### src/rtl/clause_load_controller_pkg.sv
// -----------------------------------------------------------------------------
// clause_solver_pkg
// Shared definitions for the clause-register loading path of the MCMC
// constraints solver.
//   clause_state_t : controller state encoding (IDLE, LOAD, LOADED, SCAN)
//   coeff_width()  : width of one packed clause coefficient word
//   index_width()  : width of a clause index
//   onehot_bit()   : one bit of a one-hot decode of a clause index
// -----------------------------------------------------------------------------
package clause_solver_pkg;

    // Controller states. LOADED is the only state from which a scan can begin.
    typedef enum logic [1:0] {
        ST_IDLE   = 2'd0,
        ST_LOAD   = 2'd1,
        ST_LOADED = 2'd2,
        ST_SCAN   = 2'd3
    } clause_state_t;

    // One clause word packs every integer coefficient of the clause.
    function automatic int coeff_width(input int bits_per_variable, input int variables_per_clause);
        return bits_per_variable * variables_per_clause;
    endfunction

    // Clause index width; never narrower than one bit.
    function automatic int index_width(input int clauses);
        return (clauses > 1) ? $clog2(clauses) : 1;
    endfunction

    // Bit 'position' of the one-hot decode of 'index'. Evaluated per bit so
    // the caller can build a decode of any width with a generate loop.
    function automatic logic onehot_bit(input int unsigned index, input int unsigned position);
        return index == position;
    endfunction

endpackage

### src/rtl/clause_load_controller_if.sv
// -----------------------------------------------------------------------------
// clause_load_controller_if
// Bundles the host loader, clause-register bank and evaluator signals of
// clause_load_controller.
//   modport slave  : the controller side (receives commands, drives status)
//   modport master : the host / evaluator side
// Signals:
//   in_load_start, in_coeff_valid, in_coeff_data        host load requests
//   out_coeff_ready                                     load handshake ready
//   out_clause_coefficients, out_clause_write_enable    clause bank write port
//   out_load_done                                       bank holds a valid set
//   in_scan_start, in_scan_ready                        evaluator scan control
//   out_scan_valid, out_scan_index, out_scan_last       clause index stream
//   out_busy                                            LOAD or SCAN in progress
//   out_load_overflow                                   only with CLAUSE_LOAD_OVERFLOW_EN
// -----------------------------------------------------------------------------
interface clause_load_controller_if
    import clause_solver_pkg::*;
#(
    parameter int BIT_WIDTH_OF_INTEGER_VARIABLE = 2,
    parameter int NUMBER_OF_INTEGER_VARIABLES   = 2,
    parameter int NUMBER_OF_CLAUSES             = 4
);

    localparam int COEFF_W = coeff_width(BIT_WIDTH_OF_INTEGER_VARIABLE, NUMBER_OF_INTEGER_VARIABLES);
    localparam int IDX_W   = index_width(NUMBER_OF_CLAUSES);

    logic                         in_load_start;
    logic                         in_coeff_valid;
    logic [COEFF_W-1:0]           in_coeff_data;
    logic                         out_coeff_ready;
    logic [COEFF_W-1:0]           out_clause_coefficients;
    logic [NUMBER_OF_CLAUSES-1:0] out_clause_write_enable;
    logic                         out_load_done;
    logic                         in_scan_start;
    logic                         in_scan_ready;
    logic                         out_scan_valid;
    logic [IDX_W-1:0]             out_scan_index;
    logic                         out_scan_last;
    logic                         out_busy;
`ifdef CLAUSE_LOAD_OVERFLOW_EN
    logic                         out_load_overflow;
`endif

    modport slave (
        input  in_load_start,
        input  in_coeff_valid,
        input  in_coeff_data,
        input  in_scan_start,
        input  in_scan_ready,
        output out_coeff_ready,
        output out_clause_coefficients,
        output out_clause_write_enable,
        output out_load_done,
        output out_scan_valid,
        output out_scan_index,
        output out_scan_last,
        output out_busy
`ifdef CLAUSE_LOAD_OVERFLOW_EN
        , output out_load_overflow
`endif
    );

    modport master (
        output in_load_start,
        output in_coeff_valid,
        output in_coeff_data,
        output in_scan_start,
        output in_scan_ready,
        input  out_coeff_ready,
        input  out_clause_coefficients,
        input  out_clause_write_enable,
        input  out_load_done,
        input  out_scan_valid,
        input  out_scan_index,
        input  out_scan_last,
        input  out_busy
`ifdef CLAUSE_LOAD_OVERFLOW_EN
        , input out_load_overflow
`endif
    );

endinterface

### src/rtl/clause_load_controller_index_counter.sv
// -----------------------------------------------------------------------------
// clause_index_counter
// Mod-N clause index counter with enable, synchronous clear and a terminal
// flag marking index N-1. Used for both the load and the scan index.
// Ports:
//   in_clk       clock, rising edge
//   in_reset     asynchronous active-high reset (count -> 0)
//   in_clear     synchronous clear, wins over in_enable
//   in_enable    advance one index; wraps to 0 after N-1
//   out_count    current index
//   out_terminal current index is N-1
// -----------------------------------------------------------------------------
module clause_index_counter #(
    parameter int COUNT_MODULUS = 4,
    parameter int IDX_W         = 2
) (
    input  logic             in_clk,
    input  logic             in_reset,
    input  logic             in_clear,
    input  logic             in_enable,
    output logic [IDX_W-1:0] out_count,
    output logic             out_terminal
);

    logic [IDX_W-1:0] count_q;

    assign out_terminal = (count_q == IDX_W'(COUNT_MODULUS - 1));
    assign out_count    = count_q;

    // Clear has priority so a restart in the same cycle as an advance
    // always lands on index 0.
    always_ff @(posedge in_clk or posedge in_reset) begin
        if (in_reset) begin
            count_q <= '0;
        end else if (in_clear) begin
            count_q <= '0;
        end else if (in_enable) begin
            count_q <= out_terminal ? '0 : count_q + IDX_W'(1);
        end
    end

endmodule

### src/rtl/clause_load_controller.sv
// -----------------------------------------------------------------------------
// clause_load_controller
// Sequences the clause-register bank of the MCMC constraints solver. Host
// coefficient words arrive on a valid/ready handshake and word k is written
// into clause register k. Once the bank is full, clause indices 0..N-1 are
// scanned out to the clause evaluator on request.
// Ports:
//   in_clk    clock, rising edge
//   in_reset  asynchronous active-high reset; returns to IDLE, bank invalid
//   bus       clause_load_controller_if.slave (load, bank and scan signals)
// Optional feature macro: CLAUSE_LOAD_OVERFLOW_EN adds the sticky
// bus.out_load_overflow flag for words offered while the bank is full.
// Without it, surplus words are simply ignored (ready stays low).
// -----------------------------------------------------------------------------
module clause_load_controller
    import clause_solver_pkg::*;
#(
    parameter int BIT_WIDTH_OF_INTEGER_VARIABLE = 2,
    parameter int NUMBER_OF_INTEGER_VARIABLES   = 2,
    parameter int NUMBER_OF_CLAUSES             = 4
) (
    input logic                      in_clk,
    input logic                      in_reset,
    clause_load_controller_if.slave  bus
);

    localparam int COEFF_W = coeff_width(BIT_WIDTH_OF_INTEGER_VARIABLE, NUMBER_OF_INTEGER_VARIABLES);
    localparam int IDX_W   = index_width(NUMBER_OF_CLAUSES);

    clause_state_t                state_q;
    clause_state_t                state_d;
    logic [IDX_W-1:0]             load_count;
    logic [IDX_W-1:0]             scan_count;
    logic                         load_terminal;
    logic                         scan_terminal;
    logic                         load_restart;
    logic                         word_accept;
    logic                         scan_begin;
    logic                         scan_handshake;
    logic                         coeff_ready;
    logic                         busy;
    logic                         scan_valid;
    logic [NUMBER_OF_CLAUSES-1:0] write_select;
    logic [NUMBER_OF_CLAUSES-1:0] write_enable_q;
    logic [COEFF_W-1:0]           coeff_q;
    logic                         load_done_q;

    // A load restart is honoured everywhere except SCAN, so an evaluator pass
    // never sees the bank change underneath it. A restart also swallows any
    // word offered in the same cycle, and beats a coincident scan request.
    assign load_restart   = bus.in_load_start && (state_q != ST_SCAN);
    assign word_accept    = (state_q == ST_LOAD) && bus.in_coeff_valid && !bus.in_load_start;
    assign scan_begin     = (state_q == ST_LOADED) && bus.in_scan_start && !bus.in_load_start;
    assign scan_handshake = (state_q == ST_SCAN) && bus.in_scan_ready;

    // The load counter leaves LOAD on its terminal word, so its wrap back to
    // 0 is never observed as a write target; a new load always clears it.
    clause_index_counter #(
        .COUNT_MODULUS (NUMBER_OF_CLAUSES),
        .IDX_W         (IDX_W)
    ) u_load_counter (
        .in_clk       (in_clk),
        .in_reset     (in_reset),
        .in_clear     (load_restart),
        .in_enable    (word_accept),
        .out_count    (load_count),
        .out_terminal (load_terminal)
    );

    // The scan counter wraps to 0 on the final handshake, which leaves the
    // index at 0 while the controller sits in LOADED.
    clause_index_counter #(
        .COUNT_MODULUS (NUMBER_OF_CLAUSES),
        .IDX_W         (IDX_W)
    ) u_scan_counter (
        .in_clk       (in_clk),
        .in_reset     (in_reset),
        .in_clear     (scan_begin),
        .in_enable    (scan_handshake),
        .out_count    (scan_count),
        .out_terminal (scan_terminal)
    );

    // One-hot write select for the clause register addressed by load_count.
    for (genvar k = 0; k < NUMBER_OF_CLAUSES; k++) begin : g_write_select
        assign write_select[k] = onehot_bit(32'(load_count), k);
    end

    // State register.
    always_ff @(posedge in_clk or posedge in_reset) begin
        if (in_reset) begin
            state_q <= ST_IDLE;
        end else begin
            state_q <= state_d;
        end
    end

    // Next-state logic plus the state-decoded handshake/status outputs.
    always_comb begin
        state_d     = state_q;
        coeff_ready = 1'b0;
        busy        = 1'b0;
        scan_valid  = 1'b0;
        case (state_q)
            ST_IDLE: begin
                if (load_restart) begin
                    state_d = ST_LOAD;
                end
            end
            ST_LOAD: begin
                coeff_ready = 1'b1;
                busy        = 1'b1;
                if (load_restart) begin
                    state_d = ST_LOAD;
                end else if (word_accept && load_terminal) begin
                    state_d = ST_LOADED;
                end
            end
            ST_LOADED: begin
                if (load_restart) begin
                    state_d = ST_LOAD;
                end else if (scan_begin) begin
                    state_d = ST_SCAN;
                end
            end
            ST_SCAN: begin
                busy       = 1'b1;
                scan_valid = 1'b1;
                if (scan_handshake && scan_terminal) begin
                    state_d = ST_LOADED;
                end
            end
            default: begin
                state_d = ST_IDLE;
            end
        endcase
    end

    // Bank write port: the accepted word and a single-cycle one-hot enable
    // are registered together so the bank captures them on the next edge.
    // The data stays put between writes. load_done rises one cycle after the
    // final write pulse (first edge spent in LOADED) and drops on a restart.
    always_ff @(posedge in_clk or posedge in_reset) begin
        if (in_reset) begin
            write_enable_q <= '0;
            coeff_q        <= '0;
            load_done_q    <= 1'b0;
        end else begin
            write_enable_q <= word_accept ? write_select : '0;
            if (word_accept) begin
                coeff_q <= bus.in_coeff_data;
            end
            if (load_restart) begin
                load_done_q <= 1'b0;
            end else if (state_q == ST_LOADED) begin
                load_done_q <= 1'b1;
            end
        end
    end

`ifdef CLAUSE_LOAD_OVERFLOW_EN
    logic overflow_q;

    // Sticky record that the host offered a word while the bank was full.
    // Only a honoured load restart (or reset) clears it.
    always_ff @(posedge in_clk or posedge in_reset) begin
        if (in_reset) begin
            overflow_q <= 1'b0;
        end else if (load_restart) begin
            overflow_q <= 1'b0;
        end else if (bus.in_coeff_valid && ((state_q == ST_LOADED) || (state_q == ST_SCAN))) begin
            overflow_q <= 1'b1;
        end
    end

    assign bus.out_load_overflow = overflow_q;
`endif

    assign bus.out_coeff_ready         = coeff_ready;
    assign bus.out_clause_coefficients = coeff_q;
    assign bus.out_clause_write_enable = write_enable_q;
    assign bus.out_load_done           = load_done_q;
    assign bus.out_scan_valid          = scan_valid;
    assign bus.out_scan_index          = scan_count;
    assign bus.out_scan_last           = scan_valid && scan_terminal;
    assign bus.out_busy                = busy;

endmodule

### src/flat_wrapper.sv
// flat-port wrapper written by rule: the top's interface ports become plain ports
module clause_load_controller_flat import clause_solver_pkg::*;
#(
    parameter int BIT_WIDTH_OF_INTEGER_VARIABLE = 2,
    parameter int NUMBER_OF_INTEGER_VARIABLES   = 2,
    parameter int NUMBER_OF_CLAUSES             = 4
)
  (in_clk, in_reset, bus_in_load_start, bus_in_coeff_valid, bus_in_coeff_data, bus_in_scan_start, bus_in_scan_ready, bus_out_coeff_ready, bus_out_clause_coefficients, bus_out_clause_write_enable, bus_out_load_done, bus_out_scan_valid, bus_out_scan_index, bus_out_scan_last, bus_out_busy);
  clause_load_controller_if #(.BIT_WIDTH_OF_INTEGER_VARIABLE(BIT_WIDTH_OF_INTEGER_VARIABLE), .NUMBER_OF_INTEGER_VARIABLES(NUMBER_OF_INTEGER_VARIABLES), .NUMBER_OF_CLAUSES(NUMBER_OF_CLAUSES)) bus_i ();
  input logic in_clk;
  input logic in_reset;
  input wire logic [$bits(bus_i.in_load_start)-1:0] bus_in_load_start;
  input wire logic [$bits(bus_i.in_coeff_valid)-1:0] bus_in_coeff_valid;
  input wire logic [$bits(bus_i.in_coeff_data)-1:0] bus_in_coeff_data;
  input wire logic [$bits(bus_i.in_scan_start)-1:0] bus_in_scan_start;
  input wire logic [$bits(bus_i.in_scan_ready)-1:0] bus_in_scan_ready;
  output wire logic [$bits(bus_i.out_coeff_ready)-1:0] bus_out_coeff_ready;
  output wire logic [$bits(bus_i.out_clause_coefficients)-1:0] bus_out_clause_coefficients;
  output wire logic [$bits(bus_i.out_clause_write_enable)-1:0] bus_out_clause_write_enable;
  output wire logic [$bits(bus_i.out_load_done)-1:0] bus_out_load_done;
  output wire logic [$bits(bus_i.out_scan_valid)-1:0] bus_out_scan_valid;
  output wire logic [$bits(bus_i.out_scan_index)-1:0] bus_out_scan_index;
  output wire logic [$bits(bus_i.out_scan_last)-1:0] bus_out_scan_last;
  output wire logic [$bits(bus_i.out_busy)-1:0] bus_out_busy;
  assign bus_i.in_load_start = bus_in_load_start;
  assign bus_i.in_coeff_valid = bus_in_coeff_valid;
  assign bus_i.in_coeff_data = bus_in_coeff_data;
  assign bus_i.in_scan_start = bus_in_scan_start;
  assign bus_i.in_scan_ready = bus_in_scan_ready;
  assign bus_out_coeff_ready = bus_i.out_coeff_ready;
  assign bus_out_clause_coefficients = bus_i.out_clause_coefficients;
  assign bus_out_clause_write_enable = bus_i.out_clause_write_enable;
  assign bus_out_load_done = bus_i.out_load_done;
  assign bus_out_scan_valid = bus_i.out_scan_valid;
  assign bus_out_scan_index = bus_i.out_scan_index;
  assign bus_out_scan_last = bus_i.out_scan_last;
  assign bus_out_busy = bus_i.out_busy;
  clause_load_controller #(.BIT_WIDTH_OF_INTEGER_VARIABLE(BIT_WIDTH_OF_INTEGER_VARIABLE), .NUMBER_OF_INTEGER_VARIABLES(NUMBER_OF_INTEGER_VARIABLES), .NUMBER_OF_CLAUSES(NUMBER_OF_CLAUSES)) u_core (.in_clk(in_clk), .in_reset(in_reset), .bus(bus_i));
endmodule
### config.mk
export PLATFORM = sky130hd
export DESIGN_NAME = clause_load_controller_flat
export DESIGN_NICKNAME = d
export VERILOG_FILES = /design/src/rtl/clause_load_controller_pkg.sv /design/src/rtl/clause_load_controller_if.sv /design/src/rtl/clause_load_controller_index_counter.sv /design/src/rtl/clause_load_controller.sv /design/src/flat_wrapper.sv
export SDC_FILE = /design/constraint.sdc
export NUM_CORES = 1
export LEC_CHECK = 0
export ABC_AREA = 1
export BUFFER_PORTS_ARGS = -buffer_cell sky130_fd_sc_hd__clkbuf_2
export CORE_MARGIN = 2
export CORE_UTILIZATION = 25
export CTS_CLUSTER_SIZE = 40
export DETAILED_ROUTE_END_ITERATION = 6
export GPL_ROUTABILITY_DRIVEN = 0
export HOLD_SLACK_MARGIN = 0.02
export PLACE_DENSITY = 0.47
export SYNTH_ARGS = -nofsm -noshare
export SYNTH_HDL_FRONTEND = slang
export SYNTH_SLANG_ARGS = --single-unit
### constraint.sdc
create_clock -name in_clk -period 2.3 [get_ports in_clk]
set_input_delay 0.575 -clock in_clk [delete_from_list [all_inputs] [get_ports in_clk]]
set_output_delay 0.575 -clock in_clk [all_outputs]
set_load 0.01 [all_outputs]
-- Word-level counts from Yosys, hierarchy flattened
Cells that the tools add are included.
- equal/unequal tests: 12
- muxes and demuxes: 19
- add/subtract/negate cells: 2
- reduce and logical (&&, ||, !) cells: 17
- operator list (operator ; count):
    $mux 2 ; 12
    $eq 2x2->1 const B ; 5
    $logic_and 1x1->1 ; 9
    $pmux 2 s4 ; 1
    $reduce_bool 2->1 ; 3
    $mux 1 ; 5
    $add 2x1->2 const B ; 2
    $eq 2x1->1 const B ; 2
    $logic_not 2->1 ; 2
    $mux 4 ; 1
    $ne 2x2->1 const B ; 2
    $reduce_and 4->1 ; 1
    $ne 3x1->1 const B ; 1
    $ne 3x2->1 const B ; 1
    $ne 2x1->1 const B ; 1
    $reduce_or 2->1 ; 1
    $logic_not 1->1 ; 1
- register bits after elaboration: 15
- word-level logic and storage cells: 56
- output and inout port bits: 15
- input bits: 10

-- Logic depth before layout (Yosys ltp)
- depth in word-level cells: 7
- gate-level depth with buffers: 7
- gate-level depth less buffers: 7

-- Modules after synthesis
From an unflattened synthesis, not the netlist that was laid out.
- cell total of the unflattened synthesis: 90
- area total of the unflattened synthesis: 716.9 sq um
- modules (own cells, without submodules) (module ; times used ; cells each ; seq. area each (sq um) ; area an instance (sq um)):
    clause_load_controller ; 1 ; 64 ; 275.3 ; 509.2
    clause_index_counter ; 2 ; 13 ; 50.0 ; 103.8

-- Least setup slack after synthesis
No wires, ideal clock.
- path type: register -> output
- from: reg u_core.u_scan_counter.count_q[0], in the netlist u_core.u_scan_counter.out_count[0]
- to: out bus_out_scan_last
- cell stages (with the launch flop): 4
- buffers on the path: 0
- setup slack: 918 ps
- required time: 1725 ps
- data arrival time: 807 ps
- cell sequence: dfrtp_1 > ha_1 > inv_1 > nor2_1
- cells in the longest elaborated chain, start to end: 2
- ends and longest elaborated chain (item ; line ; text):
    start, declared ; clause_load_controller_index_counter.sv:25 ; logic [IDX_W-1:0] count_q;
    start signal, assigned ; clause_load_controller_index_counter.sv:38 ; count_q <= out_terminal ? '0 : count_q + IDX_W'(1);
    $eq 2x2->1 ; clause_load_controller_index_counter.sv:27 ; assign out_terminal = (count_q == IDX_W'(COUNT_MODULUS - 1));
    $logic_and 1x1->1 ; clause_load_controller.sv:185 ; assign bus.out_scan_last = scan_valid && scan_terminal;
    end, declared ; flat_wrapper.sv:23 ; output wire logic [$bits(bus_i.out_scan_last)-1:0] bus_out_scan_last;
No other way between the ends.

-- Worst setup path after layout
Ends and elaborated chain as after synthesis.

==> reports/results.tsv <==
stage	metric	value	unit
logic_synthesis	Post-Syn Area	768	um^2
logic_synthesis	Post-Synth Simple-Gate Area	29.2	%
sta	relative slew slack	60.9	%
setup_path	worst-path cell chain	ha_1 -> inv_1 -> nor2_1 -> clkbuf_2	
die	Die W	59.4	um
clock_tree	hold_buf cts	0	
logic_synthesis	adder-cell share of the synthesized area	8.14	%
sta	final hold vios	0	
detailed_routing	vias per cell	4.05	
global_route	GR Overflow Total	0	
finish	Seq. cell area	375	um^2
logic_synthesis	complex-gate fraction of the synthesized area	4.40	%
die	Initial Utilization	25.8	%
sta	setup tns final	0	ns
sta	Final setup viols	0	
clock_tree	total CTS buffers	3	
finish	Area growth syn-to-layout	24.1	%
detailed_routing	drt initial violations	17	
sta	minimum clock period	1.72	ns
finish	layout cell share with drive strength beyond 1	35.9	%
logic_synthesis	Synth Area in XOR/XNOR	0	%
logic_synthesis	post-synthesis mux area share	0	%
global_route	vias in the first global route	585	
clock_tree	CTS Root Cell	clkbuf_4	
job	number of max-cap violations	0	
detailed_routing	Post-route DRC	0	
logic_synthesis	net count after synthesis	105	
logic_synthesis	Avg Synthesized Cell Area	8.54	um^2
clock_tree	clock latency on the worst-skew pair	0.28	ns
setup_path	Worst Path Class, Setup	register to primary output	
die	IO Pins	25	
logic_synthesis	Yosys cell types	18	
global_route	GRT Resource Usage Total	9.78	%
setup_path	Crit. End Element	primary output	
placed_design	I/O Buffers	24	
logic_synthesis	Main synth FF type	dfrtp_1	
clock_tree	H-tree depth	1	
detailed_routing	Routed wire per std cell	9.55	um
sta	Worst Max-Slew Pin Slew	0.586	ns
setup_path	Startpoint Class	register	
global_route	first-pass GRT wire length	2480	um
sta	crit share post-route	75.0	%
logic_synthesis	sequential area share after synthesis	48.9	%
finish	Layout Nets	133	
sta	fmax	580	MHz
sta	worst setup margin	0.576	ns
setup_path	Crit Path Max Fanout	4	
hold_path	min-delay worst type	primary input to async pin	
clock_tree	setup bufs post-CTS	0	
logic_synthesis	synth cell count leaders	25 x nand2_1, 15 x dfrtp_1, 11 x inv_1	
setup_path	CP required	1.73	ns
clock_tree	Clock Tree Buf Depth	2	
setup_path	crit path max-delay cell type	dfrtp_1	
clock_tree	TritonCTS clock tree	done	
logic_synthesis	largest family of logic cells by synthesized area	simple AND/OR/NAND/NOR gates	
die	Core Area	2980	um^2
logic_synthesis	post-synth top area cell	dfrtp_1	
global_route	largest net degree at the start of global routing	16	
clock_tree	post-cts gate resize count	0	
placed_design	DP HPWL	1150	um
setup_path	CP top delay family	flip-flops	
setup_path	CP max stage delay	0.42	ns
setup_path	worst reg2reg setup slack	1.13	ns
finish	multi-input logic area	320	um^2
finish	Fill cells	345	
detailed_routing	via count	607	
logic_synthesis	synth top area cells	dfrtp_1 49%, nand2_1 12%, ha_1 8.1%, inv_1 5.4%, nor2_4 4.4%	
sta	RSZ-0062 raised after global routing	no	
logic_synthesis	synthesis-stage register bit count	15	
die	row count	20	
detailed_routing	Post-Route WL	1430	um
sta	max-slew violations	0	
finish	ant diodes	0	
die	Die H	59.4	um
detailed_routing	post-route antenna net violation count	0	
die	Die Area	3530	um^2
power_and_ir_drop	peak supply drop	0.000317	V
clock_tree	Reg clk slew, reported paths	0.09	ns
detailed_routing	Initial DRT Pass Iterations	2	
setup_path	critical path arrival	1.15	ns
placed_design	Post-Place Setup Slack	0.885	ns
logic_synthesis	number of synthesis warnings	0	
power_and_ir_drop	PwrDens	1030	nW/um^2
logic_synthesis	Syn Inst Count	90	
power_and_ir_drop	Static Leakage	0.563	nW
logic_synthesis	ys async rst share	100	%
logic_synthesis	count leader, synth	nand2_1	
clock_tree	Sink Count	15	
sta	Max Clock Skew	0.00301	ns
setup_path	Buf/Inv on CP	2	
power_and_ir_drop	Overall Power	0.000979	W
status	status	finished, final reports clean	
logic_synthesis	number of flops mapped to enable cells by yosys	0	
logic_synthesis	top cell type's share of synthesized area	48.9	%
global_route	initial antenna violation count	0	
-- cells by family (layout without fill, tap and decap cells) --
family	count (synthesis)	in the layout
compound gates	6	6
buf+inv	18	45
fa+ha+maj	5	5
flops	15	15
simple gates	46	46
-- layout make-up --
cell class / count / share of cell area, %
inverter: 17 / 7.22
clock buffer: 3 / 2.36
sequential: 15 / 39.4
multi-input combinational: 57 / 33.6
clock inverter: 1 / 0.525
tap: 33 / 4.33
timing repair buffer: 24 / 12.6
-- final timing paths --
| path | from | end | cells past startpoint |
|---|---|---|---|
| worst min-delay path | in_reset | u_core.bus.out_clause_coefficients[0]$_DFFE_PP0P_ | 2 |
| worst max-delay path | u_core.u_scan_counter.out_count[0]$_DFFE_PP0P_ | bus_out_scan_last | 4 |
| worst min register to register | u_core.bus.out_clause_coefficients[0]$_DFFE_PP0P_ | u_core.bus.out_clause_coefficients[0]$_DFFE_PP0P_ | 2 |
| worst max register to register | u_core.state_q[1]$_DFFE_PP0P_ | u_core.state_q[0]$_DFFE_PP0P_ | 7 |
| min in group in_clk | bus_in_coeff_data[2] | u_core.bus.out_clause_coefficients[2]$_DFFE_PP0P_ | 3 |
| max in group asynchronous | in_reset | u_core.bus.out_clause_write_enable[0]$_DFF_PP0_ | 2 |
-- layout by cell type (no fill, tap or decap) --
cell,instances
nand2_1,25
clkbuf_2,24
dfrtp_1,15
inv_1,11
nor2_1,8
ha_1,5
nand3_1,4
inv_2,3
nor2_4,3
a21oi_1,3
clkbuf_4,3
nand2_2,2
clkinv_1,2
nor2_2,2
o21ai_1,2
nand2_4,1
clkinv_4,1
nand3_2,1
a21oi_2,1
clkinv_2,1
-- state kept, by name, indices dropped and copies added, names as in the netlist --
name / flops
u_core.bus.out_clause_coefficients: 4
u_core.bus.out_clause_write_enable: 4
u_core.state_q: 2
u_core.u_load_counter.out_count: 2
u_core.u_scan_counter.out_count: 2
u_core.bus.out_load_done: 1
-- worst reg2reg max path, delay by kind of cell (launching register included) --
| family | cells | cell delay (ns) |
|---|---|---|
| DFF | 1 | 0.46 |
| and+or+nand+nor | 5 | 0.46 |
| buffers and inverters | 2 | 0.19 |
-- where the power goes --
group          leakage, nW  total, W  switching (W)  internal, W
Combinational        0.352  0.000407       0.000244     0.000163
Clock               0.0177  0.000150      0.0000851    0.0000645
Sequential           0.193  0.000422      0.0000732     0.000349
Total                0.563  0.000979       0.000402     0.000576
-- per-layer routing --
| metal | share of wire, % | track usage, % | routed length (um) | vias up |
|---|---|---|---|---|
| met5 | 0 | 0 | 0 | - |
| met4 | 1.9 | 6.82 | 27 | 0 |
| met3 | 4.8 | 2.84 | 69 | 2 |
| met2 | 47 | 15.4 | 676 | 15 |
| met1 | 46 | 11.3 | 658 | 269 |
| li1 | - | - | - | 321 |
-- per-stage QoR --
step	utilization, %	cell area [um^2]	hold WS, ns	cells
final	32.0	953	0.322	150
after global routing	32.0	953	0.367	150
after CTS	32.0	953	0.340	150
after detailed placement	31.1	926	0.476	146
after global placement	31.1	926	0.472	146
after floorplan	-	768	0.476	90
Note: power is estimated with default switching activity, not from simulation.
